## src/rtl/ram_filler.sv

```systemverilog
// RAM fill engine: writes an address range with identity, constant or stepped data.
// Optional abort input enabled by defining RAM_FILLER_ABORT_EN.
module ram_filler #(
    parameter int ADDR_WIDTH = 8,
    parameter int DATA_WIDTH = 8
) (
    input  logic                  clk,
    input  logic                  reset,
    input  logic                  start,
    input  logic [ADDR_WIDTH-1:0] start_addr,
    input  logic [ADDR_WIDTH-1:0] end_addr,
    input  logic [1:0]            mode,
    input  logic [DATA_WIDTH-1:0] seed,
    input  logic [DATA_WIDTH-1:0] step,
    input  logic                  grant,
`ifdef RAM_FILLER_ABORT_EN
    input  logic                  abort,
`endif
    output logic                  write_enable,
    output logic [ADDR_WIDTH-1:0] address,
    output logic [DATA_WIDTH-1:0] ram_in,
    output logic                  busy,
    output logic                  done
);

    typedef enum logic [1:0] {
        S_IDLE,
        S_RUN,
        S_DONE
    } state_t;

    state_t                r_state;
    logic                  r_start_prev;
    logic [ADDR_WIDTH-1:0] r_addr;
    logic [ADDR_WIDTH-1:0] r_end;
    logic [DATA_WIDTH-1:0] r_data;
    logic [DATA_WIDTH-1:0] r_step;
    logic [1:0]            r_mode;

    logic                  w_abort;
    logic                  w_start_edge;
    logic                  w_last;
    logic [ADDR_WIDTH-1:0] w_next_addr;
    logic [DATA_WIDTH-1:0] w_next_data;
    logic [DATA_WIDTH-1:0] w_first_data;

    // Zero-extend or truncate an address to the data width.
    function automatic logic [DATA_WIDTH-1:0] f_fit(input logic [ADDR_WIDTH-1:0] a);
        logic [DATA_WIDTH-1:0] r;
        r = '0;
        for (int i = 0; i < DATA_WIDTH && i < ADDR_WIDTH; i++) begin
            r[i] = a[i];
        end
        return r;
    endfunction

`ifdef RAM_FILLER_ABORT_EN
    assign w_abort = abort;
`else
    assign w_abort = 1'b0;
`endif

    assign w_start_edge = start && !r_start_prev;
    assign w_last       = (r_addr == r_end);
    assign w_next_addr  = r_addr + 1'b1;

    assign write_enable = (r_state == S_RUN) && grant && !w_abort;
    assign busy         = (r_state == S_RUN);
    assign done         = (r_state == S_DONE);
    assign address      = r_addr;
    assign ram_in       = r_data;

    always_comb begin
        w_next_data  = f_fit(w_next_addr);
        w_first_data = f_fit(start_addr);
        case (r_mode)
            2'b01:   w_next_data = r_data;
            2'b10:   w_next_data = r_data + r_step;
            default: w_next_data = f_fit(w_next_addr);
        endcase
        case (mode)
            2'b01, 2'b10: w_first_data = seed;
            default:      w_first_data = f_fit(start_addr);
        endcase
    end

    // Previous-start resets high so a start held through reset is not an edge.
    always_ff @(posedge clk or posedge reset) begin
        if (reset) begin
            r_state      <= S_IDLE;
            r_start_prev <= 1'b1;
            r_addr       <= '0;
            r_end        <= '0;
            r_data       <= '0;
            r_step       <= '0;
            r_mode       <= '0;
        end else begin
            r_start_prev <= start;
            case (r_state)
                S_IDLE: begin
                    if (w_start_edge) begin
                        r_state <= S_RUN;
                        r_addr  <= start_addr;
                        r_end   <= end_addr;
                        r_mode  <= mode;
                        r_step  <= step;
                        r_data  <= w_first_data;
                    end
                end
                S_RUN: begin
                    if (w_abort) begin
                        r_state <= S_IDLE;
                    end else if (grant) begin
                        r_addr <= w_next_addr;
                        r_data <= w_next_data;
                        if (w_last) begin
                            r_state <= S_DONE;
                        end
                    end
                end
                S_DONE: begin
                    r_state <= S_IDLE;
                end
                default: begin
                    r_state <= S_IDLE;
                end
            endcase
        end
    end

endmodule

```

## config.mk

```make
export PLATFORM = sky130hd
export DESIGN_NAME = ram_filler
export DESIGN_NICKNAME = d
export VERILOG_FILES = /design/src/rtl/ram_filler.sv
export SDC_FILE = /design/constraint.sdc
export NUM_CORES = 1
export LEC_CHECK = 0
export ABC_CLOCK_PERIOD_IN_PS = 2350
export CAP_MARGIN = 10
export CORE_MARGIN = 2
export CORE_UTILIZATION = 40
export DETAILED_ROUTE_END_ITERATION = 8
export GPL_TIMING_DRIVEN = 1
export HOLD_SLACK_MARGIN = 0.08
export PLACE_DENSITY = 0.76
export SLEW_MARGIN = 30
export SYNTH_ARGS = -nofsm -noshare
export SYNTH_HDL_FRONTEND = slang
export SYNTH_SLANG_ARGS = --single-unit
export TNS_END_PERCENT = 100
```

## constraint.sdc

```tcl
create_clock -name clk -period 2.35 [get_ports clk]
set_input_delay 0.705 -clock clk [delete_from_list [all_inputs] [get_ports clk]]
set_output_delay 0.705 -clock clk [all_outputs]
set_load 0.03 [all_outputs]
```

==> results.py, run 1 <==
metrics = {
    "status": {
        "outcome": "completed",
    },
    "placed_design": {
        "dpl-instance-area_um2": 3110,
        "placedCellCount": 416,
        "place_ws_ns": -0.243,
        "dp_hpwl_um": 4860,
        "gp_congestion": 0.885,
        "port_buffers": 56,
    },
    "floorplan": {
        "die_area_um2": 6380,
        "die_h_um": 79.9,
        "initial_utilization": 0.416,
        "core_um2": 5540,
        "fp.dieW_um": 79.9,
        "io_pins": 57,
        "row_count": 27,
    },
    "synth": {
        "postSynthAreaPerCell_um2": 8.43,
        "synth-seq-area-share": 0.403,
        "async_flop_share": 1.00,
        "synth-adder-area-share": 0.0522,
        "synth_nets": 320,
        "synth_warnings": 0,
        "synth_edf_count": 0,
        "synthXorXnorAreaFrac": 0.0647,
        "muxShareOfSynthArea": 0.0397,
        "synth-simple-area-share": 0.226,
        "ys_types": 44,
        "ys.flop_type": "dfrtp_1",
        "netlist_instances": 273,
        "synth-compound-area-share": 0.174,
        "syn_area_um2": 2300,
        "synth_top_family_by_area": "simple AND/OR/NAND/NOR gates",
        "ys_ff_latch": 37,
    },
    "power": {
        "vdd_ir_drop_max_mv": 0.619,
        "powerDensity_nw_per_um2": 1320,
        "totalPowerFinal_mw": 4.28,
        "cellLeakagePower_nw": 1.49,
    },
    "timing": {
        "finalCritPeriodShare": 0.983,
        "max_freq_mhz": 433,
        "tightest_slew_ns": 0.480,
        "drv_slew": 0,
        "rsz0062_at_grt": "false",
        "finalSetupTns_ns": 0,
        "hold_viol_final": 0,
        "fin_skew_ns": 0.00266,
        "setup-violations-final": 0,
        "setup_ws_ns": 0.0407,
        "post-route-min-period_ns": 2.31,
        "relSlewSlack": 0.678,
    },
    "worst_hold_path": {
        "hp-class": "flip-flop to flip-flop",
        "hold_depth": 2,
    },
    "drt": {
        "drtIter0Drc": 150,
        "firstDrtPassIters": 4,
        "routed_wl_um": 6460,
        "num_vias": 2280,
        "wl_per_cell_um": 15.2,
        "drc": 0,
        "final_antenna_net_count": 0,
        "routed_via_density": 5.38,
    },
    "critical_path": {
        "cp.arrival_ns": 2.56,
        "worstPathRequired_ns": 2.60,
        "cp_max_fo": 5,
        "crit_chain": "clkdlybuf4s50_1, or3b_1, a221o_1, a222oi_1, o31a_1",
        "startpoint_type": "primary input",
        "worstSetupPathType": "primary input to flip-flop",
        "reg2regPathDepth": 6,
        "cp_slowest_cell": "clkdlybuf4s50_1",
        "slowest_delay_ns": 0.47,
        "endpoint_kind": "flip-flop",
    },
    "clocking": {
        "clockBufferDepth": 2,
        "clk_pin_slew_ns": 0.08,
        "post_cts.repair.setup_buffers": 0,
        "h-tree-depth": 2,
        "clkLatencyLatePin_ns": 0.30,
        "cts_tree": "built",
        "cts.sinks": 37,
        "clockRootBuffer": "clkbuf_8",
        "cts_made_buffers": 5,
    },
    "global_route": {
        "grt_pass1_vias": 2273,
        "antenna_found_initial": 0,
        "grtUsageTotal": 0.223,
        "grt.overflow.total": 0,
        "grt_pass1_wl_um": 10900,
        "grt_max_degree": 38,
    },
    "cells_and_area": {
        "multi_input_area_um2": 1280,
        "nets": 398,
        "drive_gt1_frac": 0.119,
        "areaGrowthSynthToFinish_pct": 41.1,
        "instances_no_fill": 424,
        "antennaDiodeCount": 0,
        "nFillCells": 507,
        "seq_area_um2": 927,
        "fin_area_um2": 3250,
    },
    "job": {
        "cap_violations": 0,
    },
}
registers in the layout, indices dropped and copies added (netlist names):
| name | cells |
|---|---|
| address | 8 |
| r_end | 8 |
| r_step | 8 |
| ram_in | 8 |
| r_mode | 2 |
| r_state | 2 |
| r_start_prev | 1 |
report_power, final:
part / internal (mW) / switching [mW] / total (mW)
logic: 1.12 / 1.33 / 2.44
clock network: 0.422 / 0.257 / 0.679
registers: 0.918 / 0.240 / 1.16
total: 2.45 / 1.82 / 4.28
cells in the mapped netlist, types with 7 or more instances:
library cell / number / area, um2
xor2_1: 7 / 61.3
o22ai_1: 7 / 43.8
nand2_1: 68 / 255
inv_1: 8 / 30.0
o21ai_0: 15 / 75.1
xnor2_1: 10 / 87.6
mux2i_1: 8 / 80.1
clkbuf_1: 14 / 52.6
nor2_1: 17 / 63.8
dfrtp_1: 36 / 901
ha_1: 8 / 100
a21oi_1: 9 / 45.0
critical path: cells and delay by family:
kind | cells | cell delay [ns]
buf+inv | 1 | 0.47
simple gates | 1 | 0.37
compound gates | 3 | 1.01
per-stage QoR:
step | utilization | hold WS (ns)
finish | 0.586 | 0.485
global route | 0.586 | 0.509
CTS | 0.585 | 0.493
detailed placement | 0.561 | 0.468
global placement | 0.561 | 0.468
floorplan | - | 0.450
placed cells by master (no fill, tap or decap), drive strengths merged, types with 2 or more instances in the layout:
| cell | netlist | routed |
|---|---|---|
| a211oi | 5 | 5 |
| o21a | 2 | 2 |
| a21oi | 9 | 9 |
| ha | 8 | 8 |
| mux2i | 8 | 8 |
| xnor2 | 10 | 10 |
| xor2 | 7 | 7 |
| nor3 | 6 | 6 |
| a21o | 3 | 3 |
| dfrtp | 36 | 36 |
| clkbuf | 14 | 5 |
| o31a | 3 | 3 |
| nand3 | 6 | 6 |
| nor2 | 17 | 17 |
| a2111oi | 2 | 2 |
| buf | 1 | 32 |
| nor2b | 5 | 5 |
| bufinv | 0 | 2 |
| o22ai | 7 | 7 |
| o21ai | 15 | 15 |
| and3 | 4 | 4 |
| inv | 8 | 8 |
| nand2 | 68 | 68 |
| dlymetal6s2s | 0 | 2 |
| a221oi | 2 | 2 |
| clkdlybuf4s50 | 0 | 52 |
| nand3b | 2 | 2 |
| o31ai | 2 | 2 |
| o211ai | 3 | 3 |
| nand2b | 3 | 3 |
timing repair:
| action | 4_1_cts | 5_1_grt |
|---|---|---|
| gates resized for setup | 0 | 2 |
| hold buffers | 0 | 0 |
| endpoints found under the setup margin | 0 | 2 |
| hold endpoints to repair | 0 | 0 |
layer usage:
metal  track usage  part of all wire  vias to the layer above
li1              -                 -                     1110
met1         0.286              0.44                     1098
met2         0.375              0.50                       65
met3        0.0486             0.054                        7
met4        0.0695             0.012                        0
met5             0                 0                        -
cell type report:
class                   instances  share of cell area
multi-input cells             213               0.394
flip-flops and latches         37               0.285
repair buffers                 86               0.242
well taps                      72              0.0277
clock buffers                   5              0.0212
clock inverters                 3              0.0200
inverters                       8             0.00924
worst paths after layout:
kind                                          endpoint                   from  slack (ns)
worst max-delay path             ram_in[7]$_DFFE_PP0P_                  start        0.04
worst min-delay path             r_step[6]$_DFFE_PP0P_  r_step[6]$_DFFE_PP0P_        0.49
worst max register to register   ram_in[7]$_DFFE_PP0P_  ram_in[1]$_DFFE_PP0P_        0.11
worst min register to register   r_step[6]$_DFFE_PP0P_  r_step[6]$_DFFE_PP0P_        0.49
max in group asynchronous       r_start_prev$_DFF_PP1_                  reset        1.18
min in group asynchronous        r_step[7]$_DFFE_PP0P_                  reset        0.81
kinds of logic (layout without fill, tap and decap cells):
family,Yosys count,after routing
adder cells (fa/ha/maj),9,9
XOR/XNOR,17,17
flip-flops,37,37
buffers and inverters,23,102
multiplexers,9,9
AO/OA/AOI/OAI,60,60
AND/OR/NAND/NOR,118,118
No activity file was read; power rests on OpenSTA's default activity.
==> run 2: changes to the inputs <==
--- a/config.mk
+++ b/config.mk
@@ -8,11 +8,10 @@
 export ABC_CLOCK_PERIOD_IN_PS = 2350
 export CAP_MARGIN = 10
 export CORE_MARGIN = 2
-export CORE_UTILIZATION = 40
+export CORE_UTILIZATION = 49
 export DETAILED_ROUTE_END_ITERATION = 8
 export GPL_TIMING_DRIVEN = 1
-export HOLD_SLACK_MARGIN = 0.08
-export PLACE_DENSITY = 0.76
+export PLACE_DENSITY = 0.89
 export SLEW_MARGIN = 30
 export SYNTH_ARGS = -nofsm -noshare
 export SYNTH_HDL_FRONTEND = slang
==> results.py, run 2 (synthesis results as in run 1) <==
metrics = {
    "critical_path": {
        "cp_max_fo": 9,
        "path_buf_inv": 1,
        "worstSetupPathType": "flip-flop to output pin",
        "cp.arrival_ns": 1.57,
        "crit_chain": "nor2b_1, clkdlybuf4s50_1",
        "cp_slowest_cell": "clkdlybuf4s50_1",
        "r2r-end": "ram_in[7]$_DFFE_PP0P_",
        "startpoint": "r_state[0]$_DFFE_PP0P_",
        "worstPathRequired_ns": 1.64,
        "endpoint_kind": "output pin",
        "rrSetupSlack_ns": 0.17,
        "reg2regPathDepth": 6,
        "startpoint_type": "flip-flop",
        "slowest_delay_ns": 0.67,
        "path_depth": 2,
        "worst_r2r_startpoint": "ram_in[1]$_DFFE_PP0P_",
        "worstSetupEndpoint": "done",
        "crit_family": "buffers and inverters",
    },
    "cells_and_area": {
        "drive_gt1_frac": 0.112,
        "areaGrowthSynthToFinish_pct": 37.5,
        "antennaDiodeCount": 0,
        "most-common-layout-cells": "nand2_1 (68), clkdlybuf4s50_1 (53), dfrtp_1 (36)",
        "nets": 395,
        "nFillCells": 343,
        "fin_area_um2": 3170,
        "final_common_cell": "nand2_1",
    },
    "power": {
        "vdd_ir_drop_max_mv": 0.684,
        "powerDensity_nw_per_um2": 1290,
        "cellLeakagePower_nw": 1.44,
    },
    "timing": {
        "rsz0062_at_grt": "false",
        "finalSetupTns_ns": 0,
        "max_freq_mhz": 439,
        "drv_slew": 0,
        "post-route-min-period_ns": 2.28,
        "hold_viol_final": 0,
        "tightest_slew_ns": 0.474,
        "relSlewSlack": 0.684,
        "finalCritPeriodShare": 0.970,
        "fin_skew_ns": 0.00688,
        "setup_ws_ns": 0.0712,
        "setup-violations-final": 0,
    },
    "clocking": {
        "h-tree-depth": 2,
        "cts_hold_buffers": 0,
        "clockBufferDepth": 2,
        "clockRootBuffer": "clkbuf_8",
        "cts_tree": "built",
        "cts_made_buffers": 5,
        "clk_pin_slew_ns": 0.07,
        "cts.sinks": 37,
        "clkLatencyLatePin_ns": 0.29,
    },
    "drt": {
        "routed_via_density": 5.74,
        "routed_wl_um": 6330,
        "wl_per_cell_um": 15.8,
        "drtIter0Drc": 258,
        "firstDrtPassIters": 4,
        "num_vias": 2301,
        "final_antenna_net_count": 0,
        "drc": 0,
    },
    "floorplan": {
        "die_area_um2": 5260,
        "initial_utilization": 0.518,
        "die_h_um": 72.5,
        "core_um2": 4440,
        "io_pins": 57,
        "fp.dieW_um": 72.5,
        "row_count": 24,
    },
    "global_route": {
        "grt_max_degree": 38,
        "grtUsageTotal": 0.261,
        "antenna_found_initial": 0,
        "grt_pass1_wl_um": 10700,
        "grt.overflow.total": 0,
        "grt_pass1_vias": 2279,
    },
    "worst_hold_path": {
        "hp-class": "flip-flop to flip-flop",
    },
    "placed_design": {
        "gp_congestion": 0.937,
        "dpl-instance-area_um2": 3060,
        "dp_hpwl_um": 4690,
        "place_ws_ns": -0.205,
        "port_buffers": 56,
    },
    "job": {
        "cap_violations": 0,
    },
    "status": {
        "outcome": "completed",
    },
}
-- run 2: cell types whose count changed in the layout (fill, tap and decap cells not counted), sizes merged --
cell,before,now
buf,32,29
clkbuf,5,7
clkdlybuf4s50,52,53
bufinv,2,0
dlymetal6s2s,2,1
-- run 2: routing by layer --
layer | global-route usage | part of all wire | vias to the layer above
li1 | - | - | 1108
met2 | 0.448 | 0.50 | 106
met3 | 0.0597 | 0.067 | 25
met5 | 0 | 0 | -
met1 | 0.317 | 0.40 | 1062
met4 | 0.103 | 0.035 | 0
-- run 2: power by group --
| group | leakage (nW) | internal (mW) | switching (mW) |
|---|---|---|---|
| sequential | 0.448 | 0.918 | 0.250 |
| combinational | 0.937 | 1.09 | 1.32 |
| clock | 0.0542 | 0.265 | 0.230 |
| total | 1.44 | 2.28 | 1.80 |
-- run 2: worst register-to-register path: cells and delay by family (launching register included) --
kind            cells  cell delay (ns)
flops               1             0.42
fa+ha+maj           1             0.33
compound gates      4             1.17
xor+xnor            1             0.13
-- run 2: worst min path at each step --
stage	start	to	slack [ns]	cells past startpoint
4_1_cts	r_step[3]$_DFFE_PP0P_	r_step[3]$_DFFE_PP0P_	0.50	2
2_1_floorplan	r_step[0]$_DFFE_PP0P_	r_step[0]$_DFFE_PP0P_	0.45	2
3_3_place_gp	r_step[0]$_DFFE_PP0P_	r_step[0]$_DFFE_PP0P_	0.46	2
5_1_grt	r_end[0]$_DFFE_PP0P_	r_end[0]$_DFFE_PP0P_	0.52	2
3_5_place_dp	r_step[5]$_DFFE_PP0P_	r_step[5]$_DFFE_PP0P_	0.48	2
6_report	r_step[7]$_DFFE_PP0P_	r_step[7]$_DFFE_PP0P_	0.50	2
-- run 2: layout make-up --
class / count / area [um2] / share of cell area
Tap cell: 52 / 65.1 / 0.0206
Sequential cell: 37 / 927 / 0.293
Clock inverter: 1 / 5.00 / 0.00158
Clock buffer: 7 / 96.3 / 0.0304
Timing Repair Buffer: 83 / 761 / 0.240
Inverter: 8 / 30.0 / 0.00949
Multi-Input combinational cell: 213 / 1280 / 0.405
-- run 2: metrics by stage --
stage | hold WS, ns | utilization | power [mW] | instances
after CTS | 0.497 | 0.712 | 4.07 | 401
after global placement | 0.464 | 0.689 | 3.43 | 393
after detailed placement | 0.479 | 0.689 | 3.53 | 393
final | 0.496 | 0.712 | 4.08 | 401
after global routing | 0.523 | 0.712 | 4.38 | 401
after floorplan | 0.450 | - | 2.70 | 273
-- run 2: timing repair --
item                                    4_1_cts  5_1_grt
resized for setup                             0        1
hold endpoints to repair                      0        0
setup buffers                                 0        0
endpoints found under the setup margin        0        1
